--- src/rtl/riscv_pkg.sv ---
// Shared RISC-V core definitions: datapath widths, register indices and the
// major opcodes used by decode, write-back selection and the register file.
package riscv_pkg;

   localparam int unsigned XLEN       = 32;
   localparam int unsigned REG_ADDR_W = 5;
   localparam int unsigned NUM_REGS   = 32;

   localparam logic [REG_ADDR_W-1:0] REG_ZERO = 5'd0;
   localparam logic [REG_ADDR_W-1:0] REG_SP   = 5'd2;

   localparam logic [XLEN-1:0] SP_RESET_DEFAULT = 32'h0000_3FFC;

   localparam logic [6:0] OP_LOAD   = 7'b000_0011;
   localparam logic [6:0] OP_JAL    = 7'b110_1111;
   localparam logic [6:0] OP_JALR   = 7'b110_0111;
   localparam logic [6:0] OP_OP     = 7'b011_0011;
   localparam logic [6:0] OP_OP_IMM = 7'b001_0011;

   // One-hot select of a register index, empty for x0 or when not enabled.
   function automatic logic [NUM_REGS-1:0] reg_onehot(input logic en,
                                                      input logic [REG_ADDR_W-1:0] idx);
      logic [NUM_REGS-1:0] oh;
      oh = {NUM_REGS{1'b0}};
      if (en && (idx != REG_ZERO)) begin
         oh[idx] = 1'b1;
      end else begin
         oh = {NUM_REGS{1'b0}};
      end
      return oh;
   endfunction

endpackage

--- src/rtl/reg_scoreboard.sv ---
// Pending-write scoreboard: tracks destinations of in-flight long-latency
// producers and asks decode to stall while a used source is still pending.
module reg_scoreboard
   import riscv_pkg::*;
(
   input  logic                  clk,
   input  logic                  rst_n,
   input  logic                  mark_valid,
   input  logic [REG_ADDR_W-1:0] mark_rd,
   input  logic                  we,
   input  logic [REG_ADDR_W-1:0] rd_addr,
   input  logic [REG_ADDR_W-1:0] rs1_addr,
   input  logic [REG_ADDR_W-1:0] rs2_addr,
   input  logic                  rs1_used,
   input  logic                  rs2_used,
   output logic                  stall,
   output logic [NUM_REGS-1:0]   busy_mask
);

   logic [NUM_REGS-1:0] busy_q;
   logic [NUM_REGS-1:0] busy_d;
   logic [NUM_REGS-1:0] set_mask_s;
   logic [NUM_REGS-1:0] clr_mask_s;
   logic                rs1_wait_s;
   logic                rs2_wait_s;

   // Set is applied after clear so a newer producer keeps ownership of rd.
   always_comb begin
      set_mask_s = reg_onehot(mark_valid, mark_rd);
      clr_mask_s = reg_onehot(we, rd_addr);
      busy_d     = (busy_q & ~clr_mask_s) | set_mask_s;
      busy_d[0]  = 1'b0;
   end

   // Busy bit state register.
   always_ff @(posedge clk or negedge rst_n) begin
      if (!rst_n) begin
         busy_q <= {NUM_REGS{1'b0}};
      end else begin
         busy_q <= busy_d;
      end
   end

   // A write-back landing this cycle satisfies the source through the bypass.
   always_comb begin
      rs1_wait_s = 1'b0;
      rs2_wait_s = 1'b0;
      if (rs1_used && busy_q[rs1_addr] && !(we && (rd_addr == rs1_addr))) begin
         rs1_wait_s = 1'b1;
      end else begin
         rs1_wait_s = 1'b0;
      end
      if (rs2_used && busy_q[rs2_addr] && !(we && (rd_addr == rs2_addr))) begin
         rs2_wait_s = 1'b1;
      end else begin
         rs2_wait_s = 1'b0;
      end
   end

   assign stall     = rs1_wait_s | rs2_wait_s;
   assign busy_mask = busy_q;

endmodule

--- src/rtl/reg_bank.sv ---
// Architectural integer register file x1..x31 with write-through bypass on
// both read ports and a pending-write scoreboard for long-latency producers.
module reg_bank
   import riscv_pkg::*;
#(
   parameter int unsigned     DATA_W   = XLEN,
   parameter logic [XLEN-1:0] SP_RESET = SP_RESET_DEFAULT
) (
   input  logic                  clk,
   input  logic                  rst_n,
   input  logic [REG_ADDR_W-1:0] rs1_addr,
   input  logic [REG_ADDR_W-1:0] rs2_addr,
   input  logic                  rs1_used,
   input  logic                  rs2_used,
   output logic [DATA_W-1:0]     rs1_data,
   output logic [DATA_W-1:0]     rs2_data,
   input  logic                  we,
   input  logic [REG_ADDR_W-1:0] rd_addr,
   input  logic [DATA_W-1:0]     wdata,
   input  logic                  mark_valid,
   input  logic [REG_ADDR_W-1:0] mark_rd,
   output logic                  stall,
   output logic [NUM_REGS-1:0]   busy_mask
);

   logic [DATA_W-1:0]   regs_q [1:NUM_REGS-1];
   logic [DATA_W-1:0]   regs_d [1:NUM_REGS-1];
   logic [DATA_W-1:0]   rf_s   [0:NUM_REGS-1];
   logic [NUM_REGS-1:0] wr_sel_s;
   logic                byp1_s;
   logic                byp2_s;

   // Write decode; x0 never appears in the select so its writes vanish.
   always_comb begin
      wr_sel_s = reg_onehot(we, rd_addr);
      for (int i = 1; i < NUM_REGS; i++) begin
         if (wr_sel_s[i]) begin
            regs_d[i] = wdata;
         end else begin
            regs_d[i] = regs_q[i];
         end
      end
   end

   // Register storage; sp comes out of reset pointing at the stack top.
   always_ff @(posedge clk or negedge rst_n) begin
      if (!rst_n) begin
         for (int i = 1; i < NUM_REGS; i++) begin
            regs_q[i] <= (i == int'(REG_SP)) ? DATA_W'(SP_RESET) : {DATA_W{1'b0}};
         end
      end else begin
         regs_q <= regs_d;
      end
   end

   // Flat view with hardwired x0 so the read muxes index a full array.
   always_comb begin
      rf_s[0] = {DATA_W{1'b0}};
      for (int i = 1; i < NUM_REGS; i++) begin
         rf_s[i] = regs_q[i];
      end
   end

   assign byp1_s = we && (rd_addr == rs1_addr);
   assign byp2_s = we && (rd_addr == rs2_addr);

   // Read ports: x0 first, then same-cycle write-back, then storage.
   always_comb begin
      rs1_data = {DATA_W{1'b0}};
      rs2_data = {DATA_W{1'b0}};
      if (rs1_addr == REG_ZERO) begin
         rs1_data = {DATA_W{1'b0}};
      end else if (byp1_s) begin
         rs1_data = wdata;
      end else begin
         rs1_data = rf_s[rs1_addr];
      end
      if (rs2_addr == REG_ZERO) begin
         rs2_data = {DATA_W{1'b0}};
      end else if (byp2_s) begin
         rs2_data = wdata;
      end else begin
         rs2_data = rf_s[rs2_addr];
      end
   end

   reg_scoreboard u_scoreboard (
      .clk        (clk),
      .rst_n      (rst_n),
      .mark_valid (mark_valid),
      .mark_rd    (mark_rd),
      .we         (we),
      .rd_addr    (rd_addr),
      .rs1_addr   (rs1_addr),
      .rs2_addr   (rs2_addr),
      .rs1_used   (rs1_used),
      .rs2_used   (rs2_used),
      .stall      (stall),
      .busy_mask  (busy_mask)
   );

endmodule
--- config.mk ---
export PLATFORM = sky130hd
export DESIGN_NAME = reg_bank
export DESIGN_NICKNAME = d
export VERILOG_FILES = /design/src/rtl/riscv_pkg.sv /design/src/rtl/reg_scoreboard.sv /design/src/rtl/reg_bank.sv
export SDC_FILE = /design/constraint.sdc
export NUM_CORES = 2
export LEC_CHECK = 0
export CAP_MARGIN = 20
export CORE_AREA = 8 8 344 346
export CTS_CLUSTER_DIAMETER = 80
export CTS_CLUSTER_SIZE = 14
export DETAILED_ROUTE_END_ITERATION = 7
export DIE_AREA = 0 0 352 354
export PLACE_DENSITY = 0.68
export SLEW_MARGIN = 20
export SYNTH_ARGS = -nofsm -noshare
export SYNTH_HDL_FRONTEND = slang
export SYNTH_SLANG_ARGS = --single-unit
--- constraint.sdc ---
create_clock -name clk -period 4.92 [get_ports clk]
set_input_delay 1.476 -clock clk [delete_from_list [all_inputs] [get_ports clk]]
set_output_delay 1.476 -clock clk [all_outputs]
set_load 0.01 [all_outputs]
After elaboration in Yosys (flattened, before gate mapping):

Index checks and enable logic that the tools add are counted.

* flip-flop bits (word level): 1023
* output and inout bits: 97
* input port bits: 58

* bitwise operators: 6
* reduce and logical (&&, ||, !) cells: 16
* muxes and demuxes: 22
* equal/unequal tests: 2
* magnitude comparators: 8

Operator list (number)
* $bmux 32 s5: 2
* $mux 32: 10
* $and 32x32->32: 1
* $not 32->32: 1
* $or 32x32->32: 1
* $lt 5x6->1 const B: 4
* $ge 6x6->1 const B: 2
* $not 5->6: 2
* $bmux 1 s5: 2
* $demux 1 s5: 2
* $eq 5x5->1: 2
* $ge 5x1->1 const B: 2
* $logic_and 1x1->1: 10
* $logic_not 5->1: 2
* $reduce_bool 5->1: 2
* $mux 1: 6
* $logic_not 1->1: 2
* $or 1x1->1: 1

Logic depth before layout (Yosys ltp):

* depth after elaboration: 8
* gate-level depth with buffers: 10
* mapped depth without buffers: 5

Hierarchy:

A second synthesis with hierarchy kept.

* cell total of the unflattened synthesis: 3840
* area, all modules: 55878.6 sq um

By module, submodules not included
* reg_bank: cells an instance 3644, instances 1, area an instance 53897.9 sq um
* reg_scoreboard: cells an instance 196, instances 1, area an instance 1980.6 sq um

Worst setup path before layout:

OpenSTA, ideal clock, no wires.

* kind: input to output
* start point: in rs2_addr[0]
* end point: out rs2_data[8]
* path buffers: 2
* arrival time: 2.993 ns
* required time: 3.444 ns
* slack: 0.451 ns
* stages on the path: 6
* path through: buf_4 -> buf_2 -> mux4_2 -> a22oi_1 -> o211ai_1 -> o221a_2

* cells in the longest elaborated chain, start to end: 6

Ends and longest elaborated chain
* start, declared: RTL line reg_bank.sv:12 `input logic [REG_ADDR_W-1:0] rs2_addr,`
* $not 5->6 (not written as such): RTL line reg_bank.sv:83 `rs2_data = rf_s[rs2_addr];`
* $bmux 32 s5: RTL line reg_bank.sv:83
* $mux 32 (not written as such) (2 in a row): RTL line reg_bank.sv:83
* $mux 32: RTL line reg_bank.sv:80 `end else if (byp2_s) begin`
* $mux 32 *: RTL line reg_bank.sv:78 `if (rs2_addr == REG_ZERO) begin`
* end, declared: RTL line reg_bank.sv:16 `output logic [DATA_W-1:0] rs2_data,`

Every way passes the cells marked *; elsewhere a longest branch is shown, timed or not. The select of a mux whose other input is x is not followed.

Final worst setup path:

* start point: in rs1_addr[2]
* end point: out rs1_data[21]

* cells in the longest elaborated chain, start to end: 6

Ends and longest elaborated chain
* start, declared: RTL line reg_bank.sv:11 `input logic [REG_ADDR_W-1:0] rs1_addr,`
* $not 5->6 (not written as such): RTL line reg_bank.sv:76 `rs1_data = rf_s[rs1_addr];`
* $bmux 32 s5: RTL line reg_bank.sv:76
* $mux 32 (not written as such) (2 in a row): RTL line reg_bank.sv:76
* $mux 32: RTL line reg_bank.sv:73 `end else if (byp1_s) begin`
* $mux 32 *: RTL line reg_bank.sv:71 `if (rs1_addr == REG_ZERO) begin`
* end, declared: RTL line reg_bank.sv:15 `output logic [DATA_W-1:0] rs1_data,`

Marked as above.

==> metrics.txt <==
Final min period=4.895 ns; synth warn=0; hold path depth=1; Hold Buf Count CTS=0; power per cell area=355.9 mW/mm2; CTS Buf Count=84; DR WL/cell=33.10 um; Worst-Margin Slew=0.9716 ns; area added between synthesis and finish=20.72%; routability-driven placement congestion ratio=0.8710; Post-layout nets=4417; Layout Cells excl Fill=5918; Post-synth EDFFs=0; initial antenna violation count=4; layout cells sized above 1=56.51%; WP data arrival=3.42 ns; global-route wire length before repair=287.1 mm; Clock Skews=0 ns; DP Area=0.06281 mm2; most frequent cells in the layout=mux2_2 (1079), dfrtp_1 (1011), buf_4 (428); Core Rows=124; vias in the first global route=41132; Slowest cell on crit path=a221o_1; worst hold path class=flop to flop; VDD IR max=272.3 uV; dpl cells=5686; post-route ant nets=0; WL final=195.9 mm; clk root buf=clkbuf_16; Iter 0 DRT Violations=4546; hold endpoint=regs_q[46]$_DFFE_PN0P_; syn_nets=3983; Async SR Flop Fraction=100.0%; Max stage delay on crit path=0.35 ns; Max-slew headroom=35.23%; leakage power total=29.10 nW; Final setup viols=0; Congestion Overflow GR=0; crit-path cells=clkbuf_8, buf_12, buf_12, mux2i_1, a221o_1, o22ai_1, a211oi_2, nor3_1, buf_4, dlygate4sd2_1; sequential area share after synthesis=45.81%; Main synth FF type=dfrtp_1; first drt pass iteration count=8; Cell variety after synth=63; Worst Path Required=3.44 ns; CTS Buffer Depth=3; Final Cycle Share=99.49%; clock-pin slew on the worst setup and hold paths=0.06 ns; I/O Pins=155; fmax=204.3 MHz; I/O Buffers=153; Worst Setup End Kind=primary output; hpwl dp=119.6 mm; initial core utilization=49.44%; Avg Cell Area, Syn=14.25 um2; Core ar.=0.1131 mm2; final hold vios=0; r2r setup slk=4.10 ns; Setup CP Type=input pin to primary output; critical path fanouts, max=8; Worst R2R Path Depth=1; hold_sp=regs_q[46]$_DFFE_PN0P_; Fillers=8539; largest net degree at the start of global routing=132; total power=0.02403 W; startpoint types=input pin; R2R Path End=regs_q[611]$_DFFE_PN0P_; H-tree depth=3; CP dominant cell by count=buf_12; Die Wd=352 um; die area=0.1246 mm2; cell count after synthesis=3925; commonest non-fill, non-tap cell in the layout=mux2_2; status=finished, final reports clean; Vias=40534; worst skew pair latency=0.67 ns; routed vias/inst=6.849; All-Layer GR Usage=30.65%; post-route cell area=0.06751 mm2; clock sink total=1023; Yosys reg bits=1023; Die H=354 um; max cap viols=0; mapped cell area=0.05592 mm2; CTS tree=yes; R2R Path Start=regs_q[611]$_DFFE_PN0P_; # DRC=0; Final Slew Violations=0
## synth_stat cells (3+ instances only)
| cell | count | area share (%) |
|---|---|---|
| clkbuf_1 | 160 | 1.1 |
| nor3b_1 | 6 | 0.081 |
| mux2_2 | 1079 | 22 |
| and3_1 | 3 | 0.034 |
| nor2_1 | 174 | 1.2 |
| a211oi_1 | 81 | 1.1 |
| o221a_1 | 13 | 0.26 |
| a22o_1 | 11 | 0.17 |
| dfstp_2 | 12 | 0.56 |
| o211ai_1 | 23 | 0.31 |
| o221a_2 | 7 | 0.14 |
| o221ai_1 | 15 | 0.23 |
| a221oi_1 | 65 | 1.0 |
| o21ai_0 | 39 | 0.35 |
| a2111oi_0 | 8 | 0.13 |
| buf_1 | 24 | 0.16 |
| a31oi_1 | 3 | 0.034 |
| a21oi_1 | 15 | 0.13 |
| buf_4 | 39 | 0.52 |
| buf_2 | 166 | 1.5 |
| dfrtp_1 | 1011 | 45 |
| nand2b_1 | 20 | 0.22 |
| a22oi_1 | 22 | 0.30 |
| a221o_1 | 16 | 0.29 |
| nand3_1 | 7 | 0.063 |
| mux2i_1 | 116 | 2.1 |
| nor4_1 | 39 | 0.44 |
| a32o_1 | 4 | 0.072 |
| mux4_2 | 392 | 16 |
| a2111oi_2 | 12 | 0.32 |
| nor3_1 | 54 | 0.48 |
| xor2_1 | 8 | 0.13 |
| buf_6 | 38 | 0.77 |
| nand2_1 | 32 | 0.21 |
| o31ai_1 | 4 | 0.054 |
| nor2_2 | 4 | 0.045 |
| mux2_1 | 45 | 0.91 |
| nand4_1 | 3 | 0.034 |
| nand3b_1 | 5 | 0.067 |
| o22ai_1 | 77 | 0.86 |
| nand4b_1 | 4 | 0.063 |
| or3_1 | 5 | 0.056 |
| nor2b_1 | 37 | 0.41 |
## sequential cells by signal, indices dropped and copies added (netlist names)
signal	flops
u_scoreboard.busy_mask	31
regs_q	992
## metrics by stage
step | util, % | setup WS, ns | hold slack (ns) | setup TNS, ns
2_1_floorplan | - | 0.4510 | 0.4672 | 0
3_3_place_gp | 55.54 | -0.8462 | 0.4838 | -38.70
3_5_place_dp | 55.54 | -0.8295 | 0.4925 | -36.13
4_1_cts | 59.15 | -0.08208 | 0.5067 | -0.3885
5_1_grt | 59.68 | -0.04116 | 0.5255 | -0.04177
6_report | 59.69 | 0.02488 | 0.5048 | 0
## per-layer routing
metal / vias to the layer above / part of all wire (%) / global-route usage [%]
met5: - / 0.0066 / 0
met1: 21625 / 39 / 41.53
met3: 546 / 9.6 / 6.484
met4: 2 / 5.7 / 16.17
li1: 16068 / - / -
met2: 2293 / 45 / 46.53
## worst max-delay path by stage
stage,start,end,slack (ns)
global route,rs2_addr[0],rs2_data[5],-0.04
floorplan,rs2_addr[0],rs2_data[8],0.45
CTS,rs2_addr[1],rs2_data[19],-0.08
finish,rs1_addr[2],rs1_data[21],0.02
global placement,rs2_addr[1],rs2_data[29],-0.85
detailed placement,rs2_addr[1],rs2_data[29],-0.83
## worst max-delay path: cells and delay by family
| family | cells | cell delay, ns |
|---|---|---|
| mux | 1 | 0.11 |
| compound gates | 3 | 0.72 |
| buf+inv | 5 | 0.91 |
| simple gates | 1 | 0.18 |
## layout make-up
cell class | count | area [um2] | share of cell area [%]
inverter | 2 | 7.507 | 0.01112
antenna | 3 | 7.507 | 0.01112
timing repair buffer | 779 | 8497 | 12.59
clock inverter | 9 | 161.4 | 0.2391
sequential | 1023 | 25610 | 37.94
clock buffer | 121 | 2262 | 3.351
tap | 1512 | 1892 | 2.802
multi-input combinational | 2469 | 29070 | 43.06
## power breakdown
part | internal [W] | switching (W) | leakage (nW)
combinational | 0.00366 | 0.00244 | 14.9
sequential | 0.0101 | 0.00129 | 13.0
clock | 0.00335 | 0.00320 | 1.17
## kinds of logic (layout without fill, tap and decap cells)
kind of cell / Yosys count / in the layout / share of synthesized area (%)
mux: 1632 / 1632 / 40.50
flops: 1023 / 1023 / 45.81
buf+inv: 433 / 911 / 4.130
compound gates: 419 / 419 / 5.818
simple gates: 407 / 407 / 3.584
xor+xnor: 10 / 10 / 0.1566
other cells: 1 / 4 / 0.006706
## repair_timing
| action | CTS | global route |
|---|---|---|
| setup buffers | 58 | 26 |
| endpoints found under the setup margin | 65 | 61 |
| resized for setup | 382 | 127 |
| pin swaps | 32 | 23 |
| cloned | 13 | 5 |
(Power assumes the default switching activity.)
